File: config.mk
export PLATFORM = sky130hd
export DESIGN_NAME = menu_overlay_render
export DESIGN_NICKNAME = d
export VERILOG_FILES = /design/src/rtl/menu_overlay_render.sv
export SDC_FILE = /design/constraint.sdc
export NUM_CORES = 1
export LEC_CHECK = 0
export ABC_AREA = 1
export CORE_UTILIZATION = 35
export DETAILED_ROUTE_END_ITERATION = 12
export GPL_TIMING_DRIVEN = 0
export MAX_ROUTING_LAYER = met4
export PLACE_DENSITY_LB_ADDON = 0.05
export SLEW_MARGIN = 0
export SYNTH_ARGS = -nofsm -noshare
export SYNTH_HDL_FRONTEND = slang
export SYNTH_SLANG_ARGS = --single-unit
File: constraint.sdc
create_clock -name clk -period 3 [get_ports clk]
set_input_delay 0.3 -clock clk [delete_from_list [all_inputs] [get_ports clk]]
set_output_delay 0.3 -clock clk [all_outputs]
set_load 0.005 [all_outputs]
File: src/rtl/menu_overlay_render.sv
// Text-mode menu overlay renderer: fetches one scanline of glyph bytes from the
// menu RAM into a ping-pong line buffer and streams 1-bit overlay pixels from it.
module menu_overlay_render #(
   parameter int          COLS      = 32,
   parameter int          ROWS      = 28,
   parameter logic [10:0] FONT_BASE = 11'h400
) (
   input  logic        clk,
   input  logic        resetn,
   input  logic        enable,
   input  logic        line_start,
   input  logic [7:0]  fetch_y,
   input  logic        px_valid,
   input  logic [7:0]  px_x,
   output logic        mem_ce,
   output logic [10:0] mem_addr,
   input  logic [7:0]  mem_dout,
   output logic        ov_valid,
   output logic        ov_active,
   output logic        ov_pix,
   output logic        busy
);

   localparam int          CW       = $clog2(COLS);
   localparam logic [1:0]  ST_IDLE   = 2'd0;
   localparam logic [1:0]  ST_RD_CHR = 2'd1;
   localparam logic [1:0]  ST_RD_FNT = 2'd2;
   localparam logic [1:0]  ST_WR     = 2'd3;
   localparam logic [CW-1:0] LAST_COL = CW'(COLS - 1);
   localparam logic [8:0]  PX_LIM   = 9'(COLS * 8);
   localparam logic [8:0]  Y_LIM    = 9'(ROWS * 8);
   localparam logic [10:0] COLS_A   = 11'(COLS);

   logic [1:0]    state_q, state_d;
   logic [CW-1:0] col_q, col_d;
   logic [4:0]    grow_q, grow_d;
   logic [2:0]    gline_q, gline_d;
   logic [7:0]    code_q, code_d;
   logic          disp_sel_q, disp_sel_d;
   logic [1:0]    vld_q, vld_d;
   logic          ov_valid_q, ov_valid_d;
   logic          ov_active_q, ov_active_d;
   logic          ov_pix_q, ov_pix_d;

   logic [7:0]    buf_q [2][COLS];
   logic          wr_en;
   logic [7:0]    wr_data;
   logic [10:0]   text_addr;
   logic [10:0]   font_addr;
   logic [7:0]    disp_byte;
   logic          in_range;

   assign text_addr = {6'b0, grow_q} * COLS_A + 11'(col_q);
   assign font_addr = FONT_BASE + {1'b0, mem_dout[6:0], 3'b000} + {8'b0, gline_q};

   always_comb begin
      state_d    = state_q;
      col_d      = col_q;
      grow_d     = grow_q;
      gline_d    = gline_q;
      code_d     = code_q;
      disp_sel_d = disp_sel_q;
      vld_d      = vld_q;
      wr_en      = 1'b0;
      wr_data    = mem_dout ^ {8{code_q[7]}};
      mem_ce     = 1'b0;
      mem_addr   = 11'd0;
      case (state_q)
         ST_RD_CHR: begin
            mem_ce   = 1'b1;
            mem_addr = text_addr;
            state_d  = ST_RD_FNT;
         end
         ST_RD_FNT: begin
            mem_ce   = 1'b1;
            mem_addr = font_addr;
            code_d   = mem_dout;
            state_d  = ST_WR;
         end
         ST_WR: begin
            wr_en = 1'b1;
            if (col_q == LAST_COL) begin
               vld_d[~disp_sel_q] = 1'b1;
               state_d            = ST_IDLE;
            end else begin
               col_d   = col_q + 1'b1;
               state_d = ST_RD_CHR;
            end
         end
         default: ;
      endcase
      // A new line always wins: an in-flight fetch (even on its last WR) is
      // dropped and its buffer is shown as a blank line.
      if (line_start) begin
         wr_en             = 1'b0;
         disp_sel_d        = ~disp_sel_q;
         vld_d             = vld_q;
         vld_d[disp_sel_q] = 1'b0;
         grow_d            = fetch_y[7:3];
         gline_d           = fetch_y[2:0];
         col_d             = '0;
         state_d           = (enable && ({1'b0, fetch_y} < Y_LIM)) ? ST_RD_CHR : ST_IDLE;
      end
   end

   assign disp_byte = buf_q[disp_sel_q][px_x[3 +: CW]];
   assign in_range  = ({1'b0, px_x} < PX_LIM);

   always_comb begin
      ov_valid_d  = px_valid;
      ov_active_d = px_valid & vld_q[disp_sel_q] & in_range;
      ov_pix_d    = ov_active_d & disp_byte[px_x[2:0]];
   end

   always_ff @(posedge clk or negedge resetn) begin
      if (!resetn) begin
         state_q     <= ST_IDLE;
         col_q       <= '0;
         grow_q      <= '0;
         gline_q     <= '0;
         code_q      <= '0;
         disp_sel_q  <= 1'b0;
         vld_q       <= 2'b00;
         ov_valid_q  <= 1'b0;
         ov_active_q <= 1'b0;
         ov_pix_q    <= 1'b0;
      end else begin
         state_q     <= state_d;
         col_q       <= col_d;
         grow_q      <= grow_d;
         gline_q     <= gline_d;
         code_q      <= code_d;
         disp_sel_q  <= disp_sel_d;
         vld_q       <= vld_d;
         ov_valid_q  <= ov_valid_d;
         ov_active_q <= ov_active_d;
         ov_pix_q    <= ov_pix_d;
      end
   end

   // Line storage is gated by the valid flags, so it carries no reset.
   always_ff @(posedge clk) begin
      if (wr_en) buf_q[~disp_sel_q][col_q] <= wr_data;
   end

   assign ov_valid  = ov_valid_q;
   assign ov_active = ov_active_q;
   assign ov_pix    = ov_pix_q;
   assign busy      = (state_q != ST_IDLE);

endmodule

-- Word level (Yosys, flattened, before mapping)
Memories as Yosys holds them, arrays and structs flattened.
Cells that the tools add are included.
- add/subtract/negate cells: 4
- $mul: 0
- div/mod/pow operators: 0
- magnitude comparators: 9
- eq/ne operators: 5
- shift operators: 0
- muxes and demuxes: 29
- bitwise gates (word level): 9
- reduce and logical (&&, ||, !) cells: 11
- operator list (operator ; count):
    $mux 256 ; 1
    $bmux 8 s5 ; 1
    $demux 8 s5 ; 1
    $mux 8 ; 3
    $pmux 11 s2 ; 1
    $mux 5 ; 3
    $ge 6x6->1 const B ; 2
    $not 5->6 ; 2
    $add 10x5->11 ; 1
    $add 11x10->11 const A ; 1
    $add 11x3->11 ; 1
    $mux 1 ; 11
    $lt 8x8->1 const B ; 1
    $mux 2 ; 4
    $xor 8x8->8 ; 1
    $lt 6x1->1 const B ; 1
    $pmux 2 s3 ; 1
    $reduce_bool 2->1 ; 3
    $add 5x1->5 const B ; 1
    $eq 5x5->1 const B ; 1
    $eq 2x2->1 const B ; 2
    $logic_and 1x1->1 ; 4
    $lt 1x2->1 const B ; 2
    $lt 3x4->1 const B ; 1
    13 further kinds ; 17
- register bits: 29
- bits in latches: 0
- bits in writable memories: 512
- memory bits (read-only): 0
- input port bits: 29
- output and inout bits: 16
- word-level logic and storage cells: 78
- memories kept: 1
- memories (name ; depth ; width ; rd ports ; clocked after Yosys merged registers in ; wr ports ; RTL line ; RTL):
    buf_q ; 2 ; 256 ; 1 ; 0 ; 1 ; 45 ; logic [7:0] buf_q [2][COLS];

-- Depth between registers and ports, before layout
Gate-level depths: netlist of run 1.
- word-level depth: 9
- depth in mapped cells: 17
- depth with buffers taken out: 13

-- Worst setup path before layout of run 1
OpenSTA, ideal clock, no wires.
- path type: reg2reg
- start: register code_q[7]
- end: memory buf_q[0][101] (netlist bit), data pin
- library setup time: 0.535 ns
- data arrival time: 2.430 ns
- path slack: 0.034 ns
- stages on the path, launching flop included: 3
- buffers on the path: 1
- clock period less this slack: 2.966 ns
- cell sequence: dfrtp_1 clkbuf_1 xor2_1
- longest elaborated chain between the ends: 1
- RTL lines (element ; RTL line ; RTL):
    start: declaration ; 38 ; logic [7:0] code_q, code_d;
    start signal: assignment ; 132 ; code_q <= code_d;
    $xor 8x8->8 ; 65 ; wr_data = mem_dout ^ {8{code_q[7]}};
    net wr_data[5] ; 47 ; logic [7:0] wr_data;
    end: declaration ; 45 ;
The timed path passes the listed nets, and every way through them passes these cells.

-- Worst setup path after layout of run 1
- start: register disp_sel_q
- end: memory buf_q[0][35] (netlist bit), enable pin
- longest elaborated chain between the ends: 1
- RTL lines (element ; RTL line ; RTL):
    start: declaration ; 39 ; logic disp_sel_q, disp_sel_d;
    start signal: assignment ; 133 ; disp_sel_q <= disp_sel_d;
    $not 1->1 ; 143 ; if (wr_en) buf_q[~disp_sel_q][col_q] <= wr_data;
Every way passes these cells.

==> reports/results.ini, run 1 <==
[clock_tree]
root_buffer=clkbuf_16
path_clk_slew_ns=0.06
clock_latency_ns=0.62
clkSinkCount=534
cts_tree=yes
ctsHoldBuffers=0
clockBufferDepth=3
htreeDepth=2
numCtsBuffers=58

[setup_path]
slowest_stage=clkbuf_1
critPathLaunchType=register
slowest_delay_ns=0.82
crit_top_cell=buf_6
critPathLaunch=disp_sel_q
worstSetupPathType=reg -> reg
arrival_ns=3.29
ff2ff_path_depth=7
cp-end-kind=register
critPathTopFamily=buffers and inverters
r2r_setup_slack_ns=-0.05
cp_max_fo=10
crit_cells=7
r2r_end=buf_q[0][35]
cp-endpoint=buf_q[0][35]
cp_num_buf_inv=6
crit_required_ns=3.24
crit_chain=buf_2 -> inv_2 -> buf_6 -> buf_6 -> buf_6 -> clkbuf_1 -> nor2_1
r2r-start=disp_sel_q

[power]
peakVddDrop_mv=0.4653
power.leakage_nw=9.597
p_per_area_mw_per_mm2=760.5

[route]
antenna_left=0
viasPerCell=5.350
drt_iter0_markers=1715
wl_per_cell_um=28.08
wl_um=82970
vias=15810
first_pass_iters=7
drc=0

[die]
coreArea_mm2=0.06205
die_y_um=253.3
dieArea_mm2=0.06418
boundaryPins=45
initial_core_util_pct=35.63
die-width_um=253.3
num_rows=91

[yosys]
syn-num-nets=1945
synthXorXnorAreaFrac_pct=0.3169
synth_compound_area_share_pct=0.4866
yosys-mux-area-fraction_pct=0.05093
syn_inst=1907
synth_cell_type_count=24
synth-seq-cells=534
avgSynthCellArea_um2=11.59
synthesis.area_mm2=0.02211
synthSimpleGateAreaFrac_pct=23.39
seq_area_frac_synth_pct=72.02
synth_fa_ha_area_share_pct=0.5093
synth_top_family_by_area=simple AND/OR/NAND/NOR gates
yosys_warnings=0

[timing]
setup_viol=13
fmax_mhz=327.8
worst_slack_ns=-0.05047
fin_tns_setup_ns=-0.4143
hold_viol=0
whs_ns=0.1977
worst_slew_pin_slew_ns=1.241
slew_headroom_pct=17.27
slew_viol_final=0
finClkSkew_ns=0.02159
rsz0062_at_grt=yes
min_period_ns=3.050
finalCritPeriodShare_pct=101.7

[placed_design]
placed_cell_area_mm2=0.02486
place_congestion=0.8850
port_buffers=41
place_inst=2848
dp_hpwl_um=58050

[outcome]
violations=negative setup slack
outcome=finished with violations

[finish]
layout_common_cells=587 x nand2_1, 516 x nand3_1, 512 x edfxtp_1, 59 x buf_2, 59 x clkbuf_16
drive_gt1_share_pct=14.07
final_util_pct=43.28
areaGrowthSynthToFinish_pct=21.46
antenna_cells=0
fin_area_mm2=0.02686
fin_cells=2955
fin_nets=2113
final_common_cell=nand2_1

[global_routing]
antenna_found_initial=2
grt_pass1_vias=14910
grt_max_degree=39
grtUsageTotal_pct=26.93
grt_first_pass_wirelength_um=115600
overflow=0

[flow_run]
maxCapViolCount=0

[worst_hold_path]
min_path_type=in -> reg

## layer usage
layer	GRT usage, %	vias up	wire length [um]	part of all wire [%]
met4	8.554	0	2508	3.0
li1	-	7134	-	-
met5	-	-	0	0
met2	41.24	693	38250	46
met3	3.824	130	6044	7.3
met1	36.94	7851	36170	44
## Yosys cell counts
master | count | area (um^2)
nand2_1 | 587 | 2203
nand3_1 | 516 | 2582
edfxtp_1 | 512 | 15370
buf_2 | 62 | 310.3
nor3_1 | 58 | 290.3
clkbuf_1 | 34 | 127.6
nor2_1 | 24 | 90.09
dfrtp_1 | 22 | 550.5
buf_1 | 21 | 78.83
inv_1 | 20 | 75.07
a21oi_1 | 11 | 55.05
buf_6 | 9 | 101.4
ha_1 | 9 | 112.6
xor2_1 | 8 | 70.07
o21ai_0 | 4 | 20.02
inv_2 | 2 | 7.510
a21boi_0 | 1 | 7.510
buf_4 | 1 | 7.510
clkinv_1 | 1 | 3.750
mux2_2 | 1 | 11.26
nand4_1 | 1 | 6.260
o211ai_1 | 1 | 7.510
o221ai_1 | 1 | 8.760
o2bb2ai_1 | 1 | 8.760
## worst min path at each step
stage                            end  slack [ns]  startpoint  depth (start not counted)
after detailed placement   grow_q[4]        0.46   grow_q[4]                          2
after global placement    gline_q[1]        0.46  gline_q[1]                          2
after floorplan            code_q[7]       0.004      resetn                          0
after global routing        ov_valid        0.18    px_valid                          1
final                       ov_valid        0.20    px_valid                          1
after CTS                   ov_valid        0.16    px_valid                          1
## area by class of cell
type,count,area (um^2)
Clock inverter,18,163.9
Fill cell,5861,35200
Buffer,126,638.1
Tap cell,837,1047
Multi-Input combinational cell,1223,6072
Inverter,23,86.33
Clock buffer,85,1614
Sequential cell,534,15930
Timing Repair Buffer,109,1310
## state kept, by name, summed over array words and instances, names as in the netlist
name and count:
buf_q 512, grow_q 5, code_q 1, col_q 5
ov_active 1, ov_pix 1, state_q 2, ov_valid 1
gline_q 3, disp_sel_q 1, vld_q 2
## power by group
group	total, mW	switching, mW	internal [mW]	leakage, nW
combinational	4.16	3.05	1.11	3.84
clock	6.86	2.91	3.95	0.874
sequential	9.40	0.0309	9.37	4.88
## worst register-to-register path, stage by stage, from the launching register on
cell and delay (ns):
dfrtp_1 0.35, buf_2 0.21, inv_2 0.13, buf_6 0.15
buf_6 0.23, buf_6 0.26, clkbuf_1 0.85, nor2_1 0.50
## repair_timing
action                                  in CTS  in global routing
gates resized for setup                     18                 30
setup buffers                                0                  5
pin swaps                                    0                  2
endpoints found under the hold margin        0                  0
endpoints found under the setup margin     137                174
## logic make-up after synthesis
group,after synthesis
XOR/XNOR,8
flip-flops,534
adder cells (fa/ha/maj),9
AND/OR/NAND/NOR,1186
buffers and inverters,150
AO/OA/AOI/OAI,19
multiplexers,1
## metrics by stage
stage                     power, mW  setup WS (ns)
final                         20.42       -0.05047
after global routing          21.06       -0.07874
after CTS                     20.50        -0.1802
after detailed placement      13.69        -0.5496
after global placement        12.95         -2.939
after floorplan               11.41        0.03449
(Power assumes the default switching activity.)
==> run 2, diff against run 1 <==
Settings changed: CORE_UTILIZATION 35 to 44, HOLD_SLACK_MARGIN set to 0.05, SKIP_CTS_REPAIR_TIMING set to 1.
==> reports/results.ini, run 2 (synthesis results as in run 1) <==
[route]
wl_um=77410
drt_iter0_markers=2052
drc=0
vias=16160
viasPerCell=5.812
antenna_left=0
wl_per_cell_um=27.83
first_pass_iters=6

[setup_path]
critPathLaunch=disp_sel_q
cp-end-kind=register
cp_max_fo=10
critPathLaunchType=register
r2r_end=buf_q[1][63]
slowest_delay_ns=0.88
critPathTopFamily=buffers and inverters
r2r_setup_slack_ns=-0.12
ff2ff_path_depth=5
slowest_stage=nor2_2
r2r-start=disp_sel_q
crit_top_cell=buf_2
crit_required_ns=3.23
crit_chain=buf_2 -> buf_2 -> buf_2 -> clkdlybuf4s15_1 -> nor2_2
cp_num_buf_inv=4
worstSetupPathType=reg -> reg
arrival_ns=3.35

[die]
initial_core_util_pct=44.89
dieArea_mm2=0.05115
boundaryPins=45
num_rows=81
die_y_um=226.2
die-width_um=226.2
coreArea_mm2=0.04925

[timing]
finalCritPeriodShare_pct=104.1
fmax_mhz=320.3
finClkSkew_ns=0.03004
worst_slew_pin_slew_ns=1.170
min_period_ns=3.122
rsz0062_at_grt=yes
slew_viol_final=0
slew_headroom_pct=22.03
worst_slack_ns=-0.1218
hold_viol=0
setup_viol=27

[placed_design]
port_buffers=41
placed_cell_area_mm2=0.02442
dp_hpwl_um=53010
place_inst=2663
place_congestion=0.9446

[finish]
reg_top3=buf_q: 512 flops, col_q: 5 flops, grow_q: 5 flops
layout_common_cells=587 x nand2_1, 516 x nand3_1, 512 x edfxtp_1, 62 x buf_2, 59 x clkbuf_16
largest_register_ff_count=512
antenna_cells=0
fill_cells=4275
drive_gt1_share_pct=13.46
final_common_cell=nand2_1
fin_area_mm2=0.02654
fin_nets=2109
multiInputGateArea_mm2=0.006080
final-seq-area_mm2=0.01593
areaGrowthSynthToFinish_pct=20.03
regMostFlops=buf_q
fin_cells=2781

[worst_hold_path]
holdCritStartpoint=px_valid
min_to=ov_valid
hold_depth=1
min_path_type=in -> reg

[global_routing]
grt_max_degree=39
grt_first_pass_wirelength_um=109400
grt_pass1_vias=15280
grtUsageTotal_pct=31.56
antenna_found_initial=2
overflow=0

[clock_tree]
path_clk_slew_ns=0.06
root_buffer=clkbuf_16
clkSinkCount=534
cts_tree=yes
clock_latency_ns=0.62
clockBufferDepth=3
numCtsBuffers=57
htreeDepth=2

[power]
peakVddDrop_mv=0.5174
power.leakage_nw=9.530
p_per_area_mw_per_mm2=751.8

[outcome]
outcome=finished with violations
violations=negative setup slack

[flow_run]
maxCapViolCount=0

==> run 2: per-layer routing <==
metal / vias up / global-route usage, % / share of wire (%)
li1: 7117 / - / -
met1: 8012 / 42.68 / 40
met2: 856 / 49.34 / 47
met3: 177 / 4.684 / 9.0
met4: 0 / 9.765 / 3.2
met5: - / - / 0
==> run 2: layout make-up <==
| class | instances | share of cell area [%] |
|---|---|---|
| flip-flops and latches | 534 | 60.00 |
| multi-input cells | 1223 | 22.91 |
| clock buffers | 79 | 5.846 |
| repair buffers | 106 | 4.837 |
| well taps | 664 | 3.130 |
| plain buffers | 126 | 2.385 |
| clock inverters | 26 | 0.5657 |
| inverters | 23 | 0.3253 |
==> run 2: worst reg2reg max path, stage by stage (launching register included) <==
cell	delay, ns
dfrtp_1	0.35
buf_2	0.19
buf_2	0.28
buf_2	0.32
clkdlybuf4s15_1	0.74
nor2_2	0.88
==> run 2: worst max path at each step <==
| stage | to | slack (ns) | cells after the start |
|---|---|---|---|
| floorplan | buf_q[0][101] | 0.03 | 2 |
| global placement | buf_q[0][236] | -2.82 | 2 |
| detailed placement | buf_q[1][243] | -0.80 | 5 |
| CTS | buf_q[1][244] | -0.54 | 6 |
| global route | buf_q[1][63] | -0.14 | 5 |
| finish | buf_q[1][63] | -0.12 | 5 |
==> run 2: through the flow <==
step | hold WS, ns | total power [mW] | utilization (%) | setup slack [ns] | TNS, ns
6_report | 0.1829 | 19.95 | 53.88 | -0.1218 | -1.800
2_1_floorplan | 0.004409 | 11.41 | - | 0.03449 | 0
4_1_cts | 0.1697 | 19.92 | 53.04 | -0.5423 | -16.41
3_3_place_gp | 0.4544 | 12.94 | 47.41 | -2.822 | -1528.94
5_1_grt | 0.1716 | 20.50 | 53.88 | -0.1377 | -3.217
3_5_place_dp | 0.4593 | 13.44 | 49.59 | -0.7963 | -58.63
==> run 2: where the power goes <==
| part | switching [mW] | internal (mW) | total (mW) |
|---|---|---|---|
| combinational | 2.97 | 0.989 | 3.96 |
| clock | 2.91 | 3.68 | 6.59 |
| sequential | 0.0290 | 9.37 | 9.40 |
| total | 5.91 | 14.0 | 20.0 |
